[config.mk]
export PLATFORM = sky130hd
export DESIGN_NAME = kamus_lsu_flat
export DESIGN_NICKNAME = d
export VERILOG_FILES = /design/src/rtl/kamus_lsu_if.sv /design/src/rtl/kamus_lsu.sv /design/src/flat_wrapper.sv
export SDC_FILE = /design/constraint.sdc
export NUM_CORES = 1
export LEC_CHECK = 0
export CAP_MARGIN = 20
export CORE_MARGIN = 10
export CORE_UTILIZATION = 42
export CTS_CLUSTER_DIAMETER = 200
export CTS_CLUSTER_SIZE = 8
export DETAILED_ROUTE_END_ITERATION = 7
export DONT_BUFFER_PORTS = 1
export PLACE_DENSITY_LB_ADDON = 0.15
export SYNTH_ARGS = -nofsm -noshare
export SYNTH_HDL_FRONTEND = slang
export SYNTH_SLANG_ARGS = --single-unit
[constraint.sdc]
create_clock -name clk_i -period 12.3 [get_ports clk_i]
set_clock_uncertainty 0.2 [all_clocks]
set_input_delay 2.46 -clock clk_i [delete_from_list [all_inputs] [get_ports clk_i]]
set_output_delay 2.46 -clock clk_i [all_outputs]
set_load 0.03 [all_outputs]
[src/rtl/kamus_lsu_if.sv]
// Interface bundling the EX-side, data-memory and writeback signals of kamus_lsu.
// The master modport is the LSU itself; slave is the surrounding pipeline/memory.
interface kamus_lsu_if #(
  parameter int XLEN = 32
);
  logic                ex_valid_i;
  logic                ex_ready_o;
  logic                ex_we_i;
  logic [1:0]          ex_width_i;
  logic                ex_unsigned_i;
  logic [XLEN-1:0]     ex_addr_i;
  logic [XLEN-1:0]     ex_wdata_i;
  logic                mem_req_o;
  logic                mem_gnt_i;
  logic [XLEN-1:0]     mem_addr_o;
  logic                mem_we_o;
  logic [XLEN/8-1:0]   mem_be_o;
  logic [XLEN-1:0]     mem_wdata_o;
  logic                mem_rvalid_i;
  logic [XLEN-1:0]     mem_rdata_i;
  logic                mem_err_i;
  logic                wb_valid_o;
  logic [XLEN-1:0]     wb_rdata_o;
  logic                wb_err_o;
  logic [1:0]          wb_cause_o;

  modport master (
    input  ex_valid_i, ex_we_i, ex_width_i, ex_unsigned_i, ex_addr_i, ex_wdata_i,
    output ex_ready_o,
    output mem_req_o, mem_addr_o, mem_we_o, mem_be_o, mem_wdata_o,
    input  mem_gnt_i, mem_rvalid_i, mem_rdata_i, mem_err_i,
    output wb_valid_o, wb_rdata_o, wb_err_o, wb_cause_o
  );

  modport slave (
    output ex_valid_i, ex_we_i, ex_width_i, ex_unsigned_i, ex_addr_i, ex_wdata_i,
    input  ex_ready_o,
    input  mem_req_o, mem_addr_o, mem_we_o, mem_be_o, mem_wdata_o,
    output mem_gnt_i, mem_rvalid_i, mem_rdata_i, mem_err_i,
    input  wb_valid_o, wb_rdata_o, wb_err_o, wb_cause_o
  );
endinterface

[src/rtl/kamus_lsu.sv]
// Load/store unit: one B/H/W(/D) access from EX per transaction onto a req/gnt/rvalid bus,
// with word-crossing split or trap, load extension and error/timeout reporting.
module kamus_lsu #(
  parameter int XLEN           = 32,
  parameter int MISALIGN_SPLIT = 1,
  parameter int TIMEOUT_CYCLES = 256
) (
  input  logic        clk_i,
  input  logic        rst_i,
  kamus_lsu_if.master bus
);
  localparam int NB  = XLEN / 8;
  localparam int OW  = $clog2(NB);
  localparam int BW2 = 2 * NB;
  localparam int DW2 = 2 * XLEN;

  typedef enum logic [2:0] {S_IDLE, S_REQ1, S_WAIT1, S_REQ2, S_WAIT2, S_RESP} state_e;

  state_e          state_q;
  logic            we_q, uns_q, split_q;
  logic [1:0]      width_q;
  logic [OW-1:0]   off_q;
  logic [XLEN-1:0] addr2_q, wdata2_q, acc_q;
  logic [NB-1:0]   be2_q;
  logic [31:0]     timer_q;
  logic            req_q, mwe_q, wbv_q, wbe_q;
  logic [XLEN-1:0] addr_q, wdata_q, wbd_q;
  logic [NB-1:0]   be_q;
  logic [1:0]      wbc_q;

  logic [3:0]      size_s;
  logic [OW-1:0]   off_s;
  logic [XLEN-1:0] addr_al_s, shifted_s, mask_s, load_s;
  logic [BW2-1:0]  be_full_s;
  logic [DW2-1:0]  wd_full_s, gather_s;
  logic            cross_s, illegal_s, in_wait_s, tmo_s, sign_s;

  always_comb begin
    size_s    = 4'd1 << bus.ex_width_i;
    off_s     = bus.ex_addr_i[OW-1:0];
    addr_al_s = {bus.ex_addr_i[XLEN-1:OW], {OW{1'b0}}};
    cross_s   = (5'(off_s) + 5'(size_s)) > 5'(NB);
    illegal_s = (bus.ex_width_i == 2'b11) && (XLEN == 32);
    // Both beats' lanes are produced at once: low half is beat 1, high half beat 2.
    be_full_s = ((BW2'(1) << size_s) - BW2'(1)) << off_s;
    wd_full_s = DW2'(bus.ex_wdata_i) << {off_s, 3'b000};

    in_wait_s = (state_q == S_WAIT1) || (state_q == S_WAIT2);
    tmo_s     = in_wait_s && (TIMEOUT_CYCLES != 0) && (timer_q == 32'(TIMEOUT_CYCLES - 1));

    if (state_q == S_WAIT2) begin
      gather_s = {bus.mem_rdata_i, acc_q};
    end else begin
      gather_s = {{XLEN{1'b0}}, bus.mem_rdata_i};
    end
    shifted_s = XLEN'(gather_s >> {off_q, 3'b000});
    mask_s    = (width_q == 2'b11) ? {XLEN{1'b1}} : ((XLEN'(1) << (7'd8 << width_q)) - XLEN'(1));
    case (width_q)
      2'b00:   sign_s = shifted_s[7];
      2'b01:   sign_s = shifted_s[15];
      2'b10:   sign_s = shifted_s[31];
      default: sign_s = shifted_s[XLEN-1];
    endcase
    load_s = (shifted_s & mask_s) | ({XLEN{sign_s & ~uns_q}} & ~mask_s);
  end

  // Transaction FSM with all bus and writeback outputs registered.
  always_ff @(posedge clk_i or posedge rst_i) begin
    if (rst_i) begin
      state_q  <= S_IDLE;
      we_q     <= 1'b0;
      uns_q    <= 1'b0;
      split_q  <= 1'b0;
      width_q  <= 2'b00;
      off_q    <= {OW{1'b0}};
      addr2_q  <= {XLEN{1'b0}};
      wdata2_q <= {XLEN{1'b0}};
      acc_q    <= {XLEN{1'b0}};
      be2_q    <= {NB{1'b0}};
      timer_q  <= 32'd0;
      req_q    <= 1'b0;
      mwe_q    <= 1'b0;
      addr_q   <= {XLEN{1'b0}};
      wdata_q  <= {XLEN{1'b0}};
      be_q     <= {NB{1'b0}};
      wbv_q    <= 1'b0;
      wbe_q    <= 1'b0;
      wbd_q    <= {XLEN{1'b0}};
      wbc_q    <= 2'd0;
    end else begin
      case (state_q)
        S_IDLE: begin
          if (bus.ex_valid_i) begin
            we_q     <= bus.ex_we_i;
            uns_q    <= bus.ex_unsigned_i;
            width_q  <= bus.ex_width_i;
            off_q    <= off_s;
            split_q  <= cross_s;
            addr2_q  <= addr_al_s + XLEN'(NB);
            be2_q    <= be_full_s[BW2-1:NB];
            wdata2_q <= wd_full_s[DW2-1:XLEN];
            timer_q  <= 32'd0;
            if (illegal_s) begin
              state_q <= S_RESP;
              wbv_q   <= 1'b1;
              wbe_q   <= 1'b1;
              wbc_q   <= 2'd3;
            end else if (cross_s && (MISALIGN_SPLIT == 0)) begin
              state_q <= S_RESP;
              wbv_q   <= 1'b1;
              wbe_q   <= 1'b1;
              wbc_q   <= 2'd0;
            end else begin
              state_q <= S_REQ1;
              req_q   <= 1'b1;
              addr_q  <= addr_al_s;
              mwe_q   <= bus.ex_we_i;
              be_q    <= be_full_s[NB-1:0];
              wdata_q <= wd_full_s[XLEN-1:0];
            end
          end
        end
        S_REQ1, S_REQ2: begin
          if (bus.mem_gnt_i) begin
            req_q   <= 1'b0;
            timer_q <= 32'd0;
            state_q <= (state_q == S_REQ1) ? S_WAIT1 : S_WAIT2;
          end
        end
        S_WAIT1, S_WAIT2: begin
          if (bus.mem_rvalid_i) begin
            if (bus.mem_err_i) begin
              state_q <= S_RESP;
              wbv_q   <= 1'b1;
              wbe_q   <= 1'b1;
              wbc_q   <= 2'd1;
            end else if ((state_q == S_WAIT1) && split_q) begin
              acc_q   <= bus.mem_rdata_i;
              state_q <= S_REQ2;
              req_q   <= 1'b1;
              addr_q  <= addr2_q;
              mwe_q   <= we_q;
              be_q    <= be2_q;
              wdata_q <= wdata2_q;
            end else begin
              state_q <= S_RESP;
              wbv_q   <= 1'b1;
              wbd_q   <= we_q ? {XLEN{1'b0}} : load_s;
            end
          end else if (tmo_s) begin
            state_q <= S_RESP;
            wbv_q   <= 1'b1;
            wbe_q   <= 1'b1;
            wbc_q   <= 2'd2;
          end else if (TIMEOUT_CYCLES != 0) begin
            timer_q <= timer_q + 32'd1;
          end
        end
        S_RESP: begin
          state_q <= S_IDLE;
          wbv_q   <= 1'b0;
          wbe_q   <= 1'b0;
          wbd_q   <= {XLEN{1'b0}};
          wbc_q   <= 2'd0;
        end
        default: state_q <= S_IDLE;
      endcase
    end
  end

  assign bus.ex_ready_o  = (state_q == S_IDLE);
  assign bus.mem_req_o   = req_q;
  assign bus.mem_addr_o  = addr_q;
  assign bus.mem_we_o    = mwe_q;
  assign bus.mem_be_o    = be_q;
  assign bus.mem_wdata_o = wdata_q;
  assign bus.wb_valid_o  = wbv_q;
  assign bus.wb_rdata_o  = wbd_q;
  assign bus.wb_err_o    = wbe_q;
  assign bus.wb_cause_o  = wbc_q;
endmodule

[src/flat_wrapper.sv]
// flat-port wrapper written by rule: the top's interface ports become plain ports
module kamus_lsu_flat 
#(
  parameter int XLEN           = 32,
  parameter int MISALIGN_SPLIT = 1,
  parameter int TIMEOUT_CYCLES = 256
)
  (clk_i, rst_i, bus_ex_valid_i, bus_ex_we_i, bus_ex_width_i, bus_ex_unsigned_i, bus_ex_addr_i, bus_ex_wdata_i, bus_ex_ready_o, bus_mem_req_o, bus_mem_addr_o, bus_mem_we_o, bus_mem_be_o, bus_mem_wdata_o, bus_mem_gnt_i, bus_mem_rvalid_i, bus_mem_rdata_i, bus_mem_err_i, bus_wb_valid_o, bus_wb_rdata_o, bus_wb_err_o, bus_wb_cause_o);
  kamus_lsu_if #(.XLEN(XLEN)) bus_i ();
  input  logic clk_i;
  input  logic rst_i;
  input wire logic [$bits(bus_i.ex_valid_i)-1:0] bus_ex_valid_i;
  input wire logic [$bits(bus_i.ex_we_i)-1:0] bus_ex_we_i;
  input wire logic [$bits(bus_i.ex_width_i)-1:0] bus_ex_width_i;
  input wire logic [$bits(bus_i.ex_unsigned_i)-1:0] bus_ex_unsigned_i;
  input wire logic [$bits(bus_i.ex_addr_i)-1:0] bus_ex_addr_i;
  input wire logic [$bits(bus_i.ex_wdata_i)-1:0] bus_ex_wdata_i;
  output wire logic [$bits(bus_i.ex_ready_o)-1:0] bus_ex_ready_o;
  output wire logic [$bits(bus_i.mem_req_o)-1:0] bus_mem_req_o;
  output wire logic [$bits(bus_i.mem_addr_o)-1:0] bus_mem_addr_o;
  output wire logic [$bits(bus_i.mem_we_o)-1:0] bus_mem_we_o;
  output wire logic [$bits(bus_i.mem_be_o)-1:0] bus_mem_be_o;
  output wire logic [$bits(bus_i.mem_wdata_o)-1:0] bus_mem_wdata_o;
  input wire logic [$bits(bus_i.mem_gnt_i)-1:0] bus_mem_gnt_i;
  input wire logic [$bits(bus_i.mem_rvalid_i)-1:0] bus_mem_rvalid_i;
  input wire logic [$bits(bus_i.mem_rdata_i)-1:0] bus_mem_rdata_i;
  input wire logic [$bits(bus_i.mem_err_i)-1:0] bus_mem_err_i;
  output wire logic [$bits(bus_i.wb_valid_o)-1:0] bus_wb_valid_o;
  output wire logic [$bits(bus_i.wb_rdata_o)-1:0] bus_wb_rdata_o;
  output wire logic [$bits(bus_i.wb_err_o)-1:0] bus_wb_err_o;
  output wire logic [$bits(bus_i.wb_cause_o)-1:0] bus_wb_cause_o;
  assign bus_i.ex_valid_i = bus_ex_valid_i;
  assign bus_i.ex_we_i = bus_ex_we_i;
  assign bus_i.ex_width_i = bus_ex_width_i;
  assign bus_i.ex_unsigned_i = bus_ex_unsigned_i;
  assign bus_i.ex_addr_i = bus_ex_addr_i;
  assign bus_i.ex_wdata_i = bus_ex_wdata_i;
  assign bus_ex_ready_o = bus_i.ex_ready_o;
  assign bus_mem_req_o = bus_i.mem_req_o;
  assign bus_mem_addr_o = bus_i.mem_addr_o;
  assign bus_mem_we_o = bus_i.mem_we_o;
  assign bus_mem_be_o = bus_i.mem_be_o;
  assign bus_mem_wdata_o = bus_i.mem_wdata_o;
  assign bus_i.mem_gnt_i = bus_mem_gnt_i;
  assign bus_i.mem_rvalid_i = bus_mem_rvalid_i;
  assign bus_i.mem_rdata_i = bus_mem_rdata_i;
  assign bus_i.mem_err_i = bus_mem_err_i;
  assign bus_wb_valid_o = bus_i.wb_valid_o;
  assign bus_wb_rdata_o = bus_i.wb_rdata_o;
  assign bus_wb_err_o = bus_i.wb_err_o;
  assign bus_wb_cause_o = bus_i.wb_cause_o;
  kamus_lsu #(.XLEN(XLEN), .MISALIGN_SPLIT(MISALIGN_SPLIT), .TIMEOUT_CYCLES(TIMEOUT_CYCLES)) u_core (.clk_i(clk_i), .rst_i(rst_i), .bus(bus_i));
endmodule
==> results of run 1 <==
cell type report:
| type | instances | area, um^2 | area share [%] |
|---|---|---|---|
| clock inverters | 3 | 55.1 | 0.397 |
| repair buffers | 13 | 130 | 0.939 |
| flip-flops and latches | 236 | 5910 | 42.6 |
| clock buffers | 37 | 905 | 6.53 |
| well taps | 390 | 488 | 3.52 |
| multi-input cells | 1036 | 6270 | 45.3 |
| inverters | 24 | 97.6 | 0.705 |
worst max path at each step:
stage,endpoint,cells past startpoint,slack [ns],start
final,bus_ex_ready_o,2,7.54,u_core.state_q[0]
after global routing,bus_ex_ready_o,2,7.47,u_core.state_q[0]
after CTS,bus_ex_ready_o,2,7.53,u_core.state_q[0]
after detailed placement,u_core.bus.mem_wdata_o[29],6,7.37,bus_ex_valid_i
after global placement,u_core.bus.mem_wdata_o[28],6,7.41,bus_ex_valid_i
after floorplan,u_core.acc_q[0],1,3.17,rst_i
metrics by stage:
stage | worst slack (ns) | util (%) | hold slack (ns) | power (uW)
detailed placement | 7.37 | 43.4 | 0.251 | 2850
global route | 7.47 | 46.7 | 0.291 | 3970
finish | 7.54 | 46.7 | 0.257 | 3710
global placement | 7.41 | 43.4 | 0.244 | 2830
CTS | 7.53 | 46.6 | 0.262 | 3750
floorplan | 3.17 | - | 0.233 | 2490
power groups by stage:
stage,clock (uW),combinational [uW],sequential (uW)
after floorplan,0,954,1540
after global placement,0,1130,1700
after detailed placement,0,1150,1700
after CTS,905,1150,1690
after global routing,940,1310,1720
final,881,1150,1670
cell usage after synthesis (5+ instances only):
library cell,n,area share (%)
nand2_1,277,8.2
dfrtp_1,236,47
o21ai_0,123,4.9
nor2_1,121,3.6
clkbuf_1,57,1.7
a31oi_1,55,2.7
a21oi_1,54,2.1
mux2i_1,54,4.3
nand3_1,50,2.0
mux2_2,48,4.3
xnor2_1,31,2.1
inv_1,23,0.68
nor3_1,23,0.91
and3_1,21,1.0
o211ai_1,18,1.1
buf_2,17,0.67
buf_1,15,0.45
mux4_2,15,2.7
nand4_1,12,0.59
nand2b_1,10,0.50
o31ai_1,10,0.59
xor2_1,10,0.69
nor4_1,9,0.45
a221oi_1,8,0.55
a22oi_1,8,0.48
o2111ai_1,8,0.55
or3_1,8,0.40
buf_4,7,0.42
ha_1,5,0.50
o21ai_1,5,0.20
or2_2,5,0.25
cell families after synthesis:
| logic type | count (synthesis) | synth area share [%] |
|---|---|---|
| xor gates and xnor gates | 41 | 2.84 |
| buffers and inverters | 121 | 4.03 |
| muxes | 117 | 11.2 |
| and+or+nand+nor | 558 | 19.6 |
| adders and majority gates | 6 | 0.654 |
| AOI/OAI and AO/OA | 312 | 14.9 |
| other | 1 | 0.0297 |
| DFF | 236 | 46.8 |
sequential cells by signal (all words and copies together), names as in the netlist, 3 cells and up:
name	cells
u_core.bus.mem_be_o	4
u_core.timer_q	32
u_core.be2_q	4
u_core.acc_q	32
u_core.bus.mem_wdata_o	32
u_core.state_q	3
u_core.bus.mem_addr_o	30
u_core.wdata2_q	24
u_core.addr2_q	30
u_core.bus.wb_rdata_o	32
layer usage:
metal  vias to the layer above  global-route usage (%)
met1                      4898                    24.0
met5                         -                       0
met4                         0                    5.04
li1                       4813                       -
met3                        52                    8.44
met2                       299                    30.9
worst max-delay path: stages, from the launching register on:
cell	delay, ns
dfrtp_1	0.55
or2_2	0.43
nor2_1	0.61
==> flow_summary.toml, run 1 <==
[status]
outcome = "complete, no violations"

[detailed_routing]
met2_wirelength_um = 17300
ant_nets = 0
wl_per_cell_um = 21.6
wl_met3_um = 4010
via_per_inst = 5.79
finalWirelength_um = 37500
drtPass1Iterations = 5
drtIter0Drc = 659
top_layer_used = "met4"
met1_length_um = 15400
drc = 0
vias = 10100

[synthesis]
netlist_area_mm2 = 0.0126
async_flop_share_pct = 100
avgSynthCellArea_um2 = 9.07
ys_seq_area_share_pct = 46.8
syn_inst = 1392
synth_edf_count = 0
synth-main-ff-cell = "dfrtp_1"
yosys_register_bits = 236
yosysWarnings = 0
ys_types = 68

[min_path]
hold_end = "u_core.wdata2_q[14]"
hold_class = "register to register"
hold_path.startpoint = "u_core.wdata2_q[14]"
whs_path_depth = 2

[worst_setup_path]
rr_worst_depth = 6
cp.arrival_ns = 2.10
r2r-end = "u_core.bus.wb_rdata_o[14]"
end_kind = "primary output"
required_ns = 9.64
crit_path_start_kind = "register"
crit_fanout = 12
reg2reg_from = "u_core.state_q[2]"
path_class = "register to primary output"
rrSetupSlack_ns = 9.06

[clock_network]
cts.clk_slew.worst_paths_ns = 0.05
tritoncts = "built"
clkSinkCount = 236
numCtsBuffers = 35
clk_latency_ns = 0.51
post_cts_buffers = 0
cts_buffer_depth = 3
htree_levels = 2
ctsResizeCount = 0
cts_root_buf = "clkbuf_16"
hold_buffers = 0

[global_route]
grt_pass1_vias = 9879
track_usage_pct = 19.6
antenna_found_initial = 0
gr-total-overflow = 0
grt_pass1_wl_um = 60100
grt_max_degree = 134

[power]
seqPwrFrac_pct = 45.1
p_int_uw = 2070
p_switching_uw = 1640
leakagePower_uw = 0.00586
power_frac_comb_pct = 31.2
ir_drop_uv = 110
swShare_pct = 44.1
clkPwrFrac_pct = 23.8
cellPowerDensity_mw_per_mm2 = 268

[timing]
hold_viol = 0
fin_crit_ns = 4.76
finalMaxSlewViolations = 0
finalSetupTns_ns = 0
relSlewSlack_pct = 29.3
setup_viol = 0
grt_setup_unrepaired = "no"
worstMarginPinSlew_ns = 1.06
max_freq_mhz = 210
finalCritPeriodShare_pct = 38.7

[floorplanning]
io_pins = 213
die-area_mm2 = 0.0374
die_h_um = 193
fp.coreArea_mm2 = 0.0296
fp-row-count = 63
start_util_pct = 42.6
die_w_um = 193

[final_layout]
nNetsFinal = 1458
layout.cells.non_filler = 1739
fillers = 2921
layout_commonest_cell = "nand2_1"
drive_above_1_share_pct = 10.4
area_growth_pct = 9.68
layout_common_cells = "nand2_1 (275), dfrtp_1 (235), o21ai_0 (123), nor2_1 (119), a31oi_1 (55)"
antenna_cells = 0
fin_area_mm2 = 0.0139

[place]
dpl.hpwl_um = 25500
gp_congestion = 0.821
dp_cells = 1698
place_area_mm2 = 0.0129
portBuffers = 0

[flow_run]
cap_violations = 0
(Power assumes the default switching activity.)
==> run 2, diff against run 1 <==
==> constraint.sdc (replaced) <==
create_clock -name clk_i -period 4.5 [get_ports clk_i]
set_clock_uncertainty 0.2 [all_clocks]
set_input_delay 0.9 -clock clk_i [delete_from_list [all_inputs] [get_ports clk_i]]
set_output_delay 0.9 -clock clk_i [all_outputs]
set_load 0.03 [all_outputs]
==> flow_summary.toml, run 2 (same netlist as run 1, synthesis figures left out) <==
[place]
dp_cells = 1704
dpl.hpwl_um = 26600
portBuffers = 0
gp_congestion = 0.871
pre_cts_slack_ns = 1.33
place_area_mm2 = 0.0129

[global_route]
antenna_found_initial = 0
grt_max_degree = 90
grt_pass1_wl_um = 60400
grt_pass1_vias = 9852
track_usage_pct = 19.8
gr-total-overflow = 0

[worst_setup_path]
path_delay_family = "simple AND/OR/NAND/NOR gates"
required_ns = 4.72
cp.arrival_ns = 3.34
crit_fanout = 13
end_kind = "register"
crit_buf_inv = 0
crit_path_start_kind = "register"
r2r-end = "u_core.bus.wb_rdata_o[15]"
worstSetupPathDepth = 6
rr_worst_depth = 6
worstPathCellList = "or3b_1, nor3_1, o21ai_1, nor3_1, a21oi_1, o21ai_1"
reg2reg_from = "u_core.state_q[0]"
max_stage_delay_ns = 0.85
crit_slowest_cell = "nor3_1"
rrSetupSlack_ns = 1.37
path_class = "register to register"

[clock_network]
post_cts_buffers = 0
cts.clk_slew.worst_paths_ns = 0.05
cts_buffer_depth = 3
tritoncts = "built"
hold_buffers = 0
clk_latency_ns = 0.49
ctsResizeCount = 0
numCtsBuffers = 35
cts_root_buf = "clkbuf_16"
clkSinkCount = 236
htree_levels = 2

[timing]
grt_setup_unrepaired = "no"
finalCritPeriodShare_pct = 69.5
relSlewSlack_pct = 28.8
hold_viol = 0
setup_slack_ns = 1.37
finalSetupTns_ns = 0
setup_viol = 0
max_freq_mhz = 320
worstMarginPinSlew_ns = 1.06
fin_crit_ns = 3.13
finalMaxSlewViolations = 0

[detailed_routing]
via_per_inst = 5.85
wl_per_cell_um = 22.0
ant_nets = 0
vias = 10200
drc = 0
drtPass1Iterations = 5
finalWirelength_um = 38400
drtIter0Drc = 689

[final_layout]
nNetsFinal = 1463
fin_area_mm2 = 0.0138
layout_common_cells = "nand2_1 (275), dfrtp_1 (235), o21ai_0 (123), nor2_1 (119), a31oi_1 (55)"
drive_above_1_share_pct = 10.6
layout_commonest_cell = "nand2_1"
area_growth_pct = 9.61
layout.cells.non_filler = 1742
antenna_cells = 0

[floorplanning]
io_pins = 213
fp-row-count = 63
die-area_mm2 = 0.0374
die_w_um = 193
fp.coreArea_mm2 = 0.0296
start_util_pct = 42.6
die_h_um = 193

[power]
leakagePower_uw = 0.00585
ir_drop_uv = 322
cellPowerDensity_mw_per_mm2 = 726
fin_total_pwr_uw = 10100

[status]
outcome = "complete, no violations"

[min_path]
hold_class = "primary input to asynchronous set/reset pin"

[flow_run]
cap_violations = 0
run 2: worst max-delay path by stage:
stage	start	to	slack, ns
after floorplan	rst_i	u_core.acc_q[0]	0.31
after global placement	bus_mem_err_i	u_core.bus.wb_rdata_o[8]	1.38
after detailed placement	bus_mem_err_i	u_core.bus.wb_rdata_o[13]	1.33
after CTS	u_core.state_q[0]	u_core.bus.wb_rdata_o[15]	1.37
after global routing	u_core.state_q[2]	u_core.bus.wb_rdata_o[13]	0.95
final	u_core.state_q[0]	u_core.bus.wb_rdata_o[15]	1.37
run 2: per-stage QoR:
| step | util, % | hold slack (ns) |
|---|---|---|
| floorplan | - | 0.233 |
| global placement | 43.6 | 0.245 |
| detailed placement | 43.6 | 0.250 |
| CTS | 46.7 | 0.111 |
| global route | 46.7 | 0.133 |
| finish | 46.7 | 0.108 |
run 2: worst reg2reg max path: cells and delay by family (launching register included):
family / cells / cell delay, ns
and+or+nand+nor: 3 / 1.67
DFF: 1 / 0.54
AOI/OAI and AO/OA: 3 / 0.64
run 2: area by class of cell:
type	instances	area, um^2
sequential	236	5910
tap	390	488
clock inverter	2	38.8
clock buffer	36	880
inverter	24	93.8
timing repair buffer	18	160
fill	2889	15800
multi-input combinational	1036	6280
run 2: metal layers:
metal  up-vias  wire, um  part of all wire [%]  GRT usage [%]
li1       4825         -                     -              -
met1      4969     15700                    41           24.7
met2       343     17200                    45           30.0
met3        54      4510                    12           9.09
met4         0      1080                   2.8           6.18
met5         -         0                     0              0
run 2: where the power goes:
part | total (uW) | switching, uW | internal [uW]
logic | 3220 | 1990 | 1230
registers | 4520 | 1560 | 2960
clock network | 2320 | 899 | 1420
